`src/rtl/cv32e40s_alert_escalate.sv`:
```
// Security alert aggregator: registers major/minor integrity alerts, escalates bursts of
// minor events through a leaky-bucket counter and latches the first major cause for debug.
module cv32e40s_alert_escalate #(
  parameter int unsigned MINOR_THRESHOLD = 4,
  parameter int unsigned LEAK_CYCLES     = 256
) (
  input  logic       clk,
  input  logic       rst_n,
  input  logic       pc_err_i,
  input  logic       rf_ecc_err_i,
  input  logic       bus_int_err_i,
  input  logic       csr_shadow_err_i,
  input  logic [2:0] lfsr_lockup_i,
  input  logic       exception_i,
  input  logic       cause_clr_i,
  output logic       alert_major_o,
  output logic       alert_minor_o,
  output logic       major_sticky_o,
  output logic [4:0] first_cause_o,
  output logic [3:0] minor_cnt_o
);

  localparam logic [3:0]  EscCnt   = 4'(MINOR_THRESHOLD - 1);
  localparam logic [15:0] LeakLast = 16'(LEAK_CYCLES - 1);

  logic        major_any;
  logic        minor_any;
  logic        esc;
  logic        leak_expire;
  logic        alert_major_d;
  logic        alert_major_q;
  logic        alert_minor_q;
  logic        sticky_d;
  logic        sticky_q;
  logic [4:0]  cause_src;
  logic [4:0]  cause_d;
  logic [4:0]  cause_q;
  logic [3:0]  cnt_d;
  logic [3:0]  cnt_q;
  logic [15:0] timer_d;
  logic [15:0] timer_q;

  // Source decode
  always_comb begin
    major_any     = pc_err_i | rf_ecc_err_i | bus_int_err_i | csr_shadow_err_i;
    minor_any     = (|lfsr_lockup_i) | exception_i;
    esc           = minor_any && (cnt_q == EscCnt);
    leak_expire   = (timer_q == LeakLast);
    alert_major_d = major_any | esc;
    cause_src     = {esc, csr_shadow_err_i, bus_int_err_i, rf_ecc_err_i, pc_err_i};
  end

  // Leaky bucket: a minor event always wins over a coincident leak expiry.
  always_comb begin
    cnt_d   = cnt_q;
    timer_d = timer_q;
    if (minor_any) begin
      timer_d = '0;
      cnt_d   = esc ? 4'd0 : cnt_q + 4'd1;
    end else if (leak_expire) begin
      timer_d = '0;
      if (cnt_q != 4'd0) begin
        cnt_d = cnt_q - 4'd1;
      end
    end else begin
      timer_d = timer_q + 16'd1;
    end
  end

  // First-cause capture; a new major event in the clear cycle reloads rather than clears.
  always_comb begin
    cause_d  = cause_q;
    sticky_d = sticky_q | alert_major_d;
    if (alert_major_d && ((cause_q == 5'd0) || cause_clr_i)) begin
      cause_d = cause_src;
    end else if (cause_clr_i) begin
      cause_d = 5'd0;
    end
  end

  always_ff @(posedge clk or negedge rst_n) begin
    if (!rst_n) begin
      alert_major_q <= 1'b0;
      alert_minor_q <= 1'b0;
      sticky_q      <= 1'b0;
      cause_q       <= 5'd0;
      cnt_q         <= 4'd0;
      timer_q       <= 16'd0;
    end else begin
      alert_major_q <= alert_major_d;
      alert_minor_q <= minor_any;
      sticky_q      <= sticky_d;
      cause_q       <= cause_d;
      cnt_q         <= cnt_d;
      timer_q       <= timer_d;
    end
  end

  always_comb begin
    alert_major_o  = alert_major_q;
    alert_minor_o  = alert_minor_q;
    major_sticky_o = sticky_q;
    first_cause_o  = cause_q;
    minor_cnt_o    = cnt_q;
  end

endmodule

```
`config.mk`:
```
export PLATFORM = sky130hd
export DESIGN_NAME = cv32e40s_alert_escalate
export DESIGN_NICKNAME = d
export VERILOG_FILES = /design/src/rtl/cv32e40s_alert_escalate.sv
export SDC_FILE = /design/constraint.sdc
export NUM_CORES = 1
export LEC_CHECK = 0
export ABC_AREA = 1
export CORE_MARGIN = 2
export CORE_UTILIZATION = 57
export CTS_BUF_LIST = sky130_fd_sc_hd__clkbuf_8
export DETAILED_ROUTE_END_ITERATION = 10
export PLACE_DENSITY_LB_ADDON = 0.08
export SETUP_SLACK_MARGIN = 0.5
export SYNTH_ARGS = -nofsm -noshare
export SYNTH_HDL_FRONTEND = slang
export SYNTH_SLANG_ARGS = --single-unit
```
`constraint.sdc`:
```
create_clock -name clk -period 2.1 [get_ports clk]
set_input_delay 0.42 -clock clk [delete_from_list [all_inputs] [get_ports clk]]
set_output_delay 0.42 -clock clk [all_outputs]
set_load 0.01 [all_outputs]
```
# After elaboration in Yosys (flattened, before gate mapping)
# Index checks and enable logic that the tools add are counted.
# word_totals
register_bits	28
input_bits	11
# op_classes
bitwise	6
add_sub_neg	3
n_reduce_logical	10
n_eq_ne	2
n_mux	8
# op_table
op	count
16-bit 2-to-1 mux	2
16-bit by 1-bit adder with 16-bit output, second input constant	1
16-bit by 8-bit equality test with 1-bit output, second input constant	1
4-bit 2-to-1 mux	4
5-bit 2-to-1 mux	2
1-bit bitwise OR	6
2-bit nonzero test	3
5-bit logical NOT	1
4-bit by 1-bit adder with 4-bit output, second input constant	1
4-bit by 2-bit equality test with 1-bit output, second input constant	1
4-bit nonzero test	1
4-bit by 1-bit subtractor with 4-bit output, second input constant	1
3-bit OR reduction	1
1-bit logical AND	2
2-bit AND reduction	1
1-bit logical OR	1

# Depth between registers and ports, before layout
# logic_depth
word_depth	6
mapped_depth	9
ltp_nobuf	9

# Least setup slack after synthesis
# No wires, ideal clock.
# synth_path
path_kind	register to register
start	reg cnt_q[0], in the netlist minor_cnt_o[0]
end	reg cnt_q[2], in the netlist minor_cnt_o[2]
required_ns	1.983
slack_ns	0.692
path_stages_with_launch	8
arrival_time_ns	1.291
cell_sequence	dfrtp_1 > inv_1 > ha_1 > or2_2 > nand3_1 > nand2_1 > nand3_1 > nand2_1
# synth_via
elab_chain_len	4
# synth_lines
element	line_no	source
start, declared	39	logic [3:0] cnt_q;
start signal, assigned	94	cnt_q <= cnt_d;
4-bit by 1-bit subtractor with 4-bit output / 4-bit by 2-bit equality test with 1-bit output (equally long branches)	63, 47	
4-bit 2-to-1 mux / 1-bit logical AND (equally long branches)	62, 47	
4-bit 2-to-1 mux (on tied branches)	60, 59	
4-bit 2-to-1 mux	57	if (minor_any) begin
# Several ways; a longest one is shown, not always the timed one. The select of a mux whose other input is x is not followed.
# A chain may end at the register's enable or synchronous reset.

# Final worst setup path
# layout_path
start	reg alert_major_q, in the netlist alert_major_o
end	out alert_major_o
# layout_rtl
element	line_no	source
start, declared	31	logic alert_major_q;
start signal, assigned	90	alert_major_q <= alert_major_d;
end, declared	16	output logic alert_major_o,
# No word-level cell between the ends.

==> flow_summary.rst <==
.. list-table::
   :header-rows: 1

   * - Metric
     - Value
   * - Cell depth of the worst min-delay path
     - 1
   * - Number of buffers on the longest clock path
     - 2
   * - RePlAce Congestion
     - about 0.9
   * - Global-route wire length before repair
     - between 6000 and 7000 um
   * - CP Capture Type
     - primary output
   * - Detailed-router iteration count before antenna repair
     - 4
   * - Synthesized area
     - ~1600 sq um
   * - Endpoints failing setup
     - 0
   * - Post-route clock skew
     - approximately 7.3 ps
   * - Pwr Total
     - about 0.0017 W
   * - Residual antenna-violating net count after detailed routing
     - 0
   * - TritonCTS clock tree
     - yes
   * - Number of violations reported at the end of detailed-routing iteration 0
     - 57
   * - Distinct cells, synth
     - 25
   * - DRC violation count after routing
     - 0
   * - Maximum fanout encountered on the critical timing path
     - 1
   * - Share of final-layout standard cells stronger than drive strength 1
     - between 10% and 20%
   * - Number of antenna repair diodes
     - 0
   * - Final critical delay including setup and external delays
     - between 1500 and 2000 ps
   * - Later-pin clock latency in the skew report
     - ~280 ps
   * - Critical-path top delay cell
     - clkdlybuf4s50_1
   * - Clock tree root driver cell
     - clkbuf_8
   * - H-Tree Depth
     - 1
   * - Flip-flop and latch count after synthesis
     - 28
   * - Post-detail-place hpwl
     - 2570 um
   * - Crit path launch type
     - register
   * - Pins Over Slew Limit
     - 0
   * - Number of warnings printed during yosys synthesis
     - 0
   * - Starting utilization of the core area
     - between 50 and 60%
   * - Count of buffering cells on the critical path with inverters included
     - 1
   * - Fmax
     - 637 MHz
   * - Kind of path behind the tightest hold check
     - reg2reg
   * - Setup_tns
     - 0 ps
   * - Power per cell area
     - approximately 860 nW/um^2
   * - Synthesized netlist net count
     - ~230
   * - Std-Cell Core Area
     - around 2700 sq um
   * - Avg Synthesized Cell Area
     - ~7.8 sq um
   * - Number of hold-slack violations in the final timing report
     - 0
   * - WL/cell
     - roughly 13 um
   * - Global route overflow
     - 0
   * - Number of clock sinks seen by CTS
     - 28
   * - Fraction of the yosys area taken by sequential cells
     - between 40% and 50%
   * - Required time of the critical path
     - ~1700 ps
   * - Fill count
     - roughly 230
   * - Number of instances in the synthesized netlist
     - between 200 and 250
   * - Detailed-route vias per instance
     - ~5.4
   * - Final wirelength
     - ~3500 um
   * - Hold_ws
     - around 480 ps
   * - Y dimension of the die
     - between 50 and 60 um
   * - TritonCTS Buffers
     - 3
   * - Total Die Area
     - 3310 sq um
   * - Global router's overall resource usage
     - about a quarter
   * - R2R Setup Slk
     - ~550 ps
   * - Final layout net count
     - roughly 260
   * - Final cycle utilization of the critical path
     - between 70% and 80%
   * - Post-synth top area share
     - a little over two fifths
   * - Cell types with the largest area share after synthesis
     - dfrtp_1 43%, nand2_1 12%, nand3_1 8.0%
   * - Die outline width
     - 57.5 um
   * - Cell count after placement
     - 263
   * - Worst reg2reg path depth
     - 8
   * - Worst rel slew slack
     - between 70% and 80%
   * - P_leak
     - 1.02 nW
   * - Worst-Margin Slew
     - about 350 ps
   * - Buffers added on ports
     - 22
   * - Total of max-cap violations
     - 0
   * - Non-filler instance count after layout
     - between 200 and 300
   * - Setup repair after global routing missed its margin
     - false
   * - Post-synth top area cell
     - dfrtp_1
   * - Vias after detailed routing
     - 1471
   * - Number of global-route vias before repair
     - approximately 1.4k
   * - Area delta synth->final
     - 22.5%
   * - Startpoint of the lowest-slack register-to-register path
     - minor_cnt_o[0]
   * - Worst Hold Path EP
     - timer_q[0]
   * - Number of core rows
     - 19
   * - Maximum number of pins on one net before global-route repair
     - 29
   * - Endpoint arrival time on the critical path
     - 1150 ps
   * - Number of ports placed on the die boundary
     - 23
   * - Maximum ir drop on the vdd rail
     - slightly below 0.7 mV
   * - Initial antenna violation count
     - 0
   * - Kind of cell with the highest combined delay on the critical path
     - buffers and inverters
   * - FF-to-FF End
     - minor_cnt_o[2]
   * - Most common cell after layout, fill and taps aside
     - nand2_1
   * - Highest-count cells in the layout ignoring fill and taps
     - 52 x nand2_1, 34 x nor2_1, 26 x nand3_1
   * - Worst stage delay on the critical path
     - roughly 530 ps
   * - Clock transition at path regs
     - approximately 100 ps
   * - Result of the run
     - finished clean
   * - Kind of critical path
     - reg2out
   * - CP Cell Sequence
     - clkdlybuf4s50_1
   * - Worst min-delay path startpoint
     - timer_q[0]
   * - Post-CTS Hold Fix Bufs
     - 0
registers in the layout (all words and copies together), names as in the netlist:
register and cells:
major_sticky_o 1, alert_major_o 1, timer_q 16, minor_cnt_o 4, alert_minor_o 1, first_cause_o 5
final cells by class:
cell class / instances / area, sq um / share of cell area, %
Multi-Input combinational cell: 153 / 822 / 41.1
Sequential cell: 28 / 704 / 35.2
Timing Repair Buffer: 29 / 264 / 13.2
Inverter: 27 / 101 / 5.06
Clock buffer: 3 / 41.3 / 2.06
Tap cell: 31 / 38.8 / 1.94
Clock inverter: 1 / 30.0 / 1.50
synth_stat cells (all sizes together):
cell,instances
or2,2
xnor2,1
dfrtp,28
nand3,28
xor2,4
ha,4
buf,2
o21bai,1
inv,27
nand4,6
nor3b,1
nor3,4
nor2,38
o21ai,5
nand2,59
where the power goes:
part	internal, W	leakage, nW	switching, W
Clock	0.000255	0.0357	0.000173
Combinational	0.000283	0.623	0.000366
Sequential	0.000604	0.358	0.0000389
cell families (layout without fill, tap and decap cells):
group                    Yosys count  in the layout  share of synthesized area [%]
adder cells (fa/ha/maj)            4              4                           3.06
flip-flops                        28             28                           42.9
buffers and inverters             29             60                           6.81
AO/OA/AOI/OAI                      6              6                           1.99
XOR/XNOR                           5              5                           2.68
AND/OR/NAND/NOR                  138            138                           42.6
layer usage:
| metal | routed length (um) | global-route usage (%) | part of all wire (%) |
|---|---|---|---|
| met1 | 1520 | 29.1 | 44 |
| met2 | 1740 | 40.6 | 50 |
| met5 | 0 | 0 | 0 |
| met3 | 144 | 3.17 | 4.1 |
| met4 | 72 | 11.0 | 2.1 |
through the flow:
step | setup slack, ps | utilization (%) | cell area [sq um]
after floorplan | 692 | - | 1630
after global placement | 422 | 69.4 | 1900
after detailed placement | 297 | 69.4 | 1900
after CTS | 491 | 72.9 | 1990
after global routing | 500 | 73.2 | 2000
final | 529 | 73.2 | 2000
timing repair:
| action | 4_1_cts | 5_1_grt |
|---|---|---|
| setup buffers | 4 | 1 |
| setup endpoints to repair | 10 | 2 |
| resized for setup | 12 | 1 |
worst max path at each step:
stage	start	endpoint	slack, ps	cells past startpoint
after floorplan	minor_cnt_o[0]	minor_cnt_o[2]	690	7
after global placement	lfsr_lockup_i[0]	minor_cnt_o[2]	420	7
after detailed placement	lfsr_lockup_i[1]	minor_cnt_o[2]	300	8
after CTS	minor_cnt_o[2]	minor_cnt_o[2]	490	1
after global routing	minor_cnt_o[0]	minor_cnt_o[2]	500	8
final	alert_major_o	alert_major_o	530	1
Power figures use the tool's default switching activity.
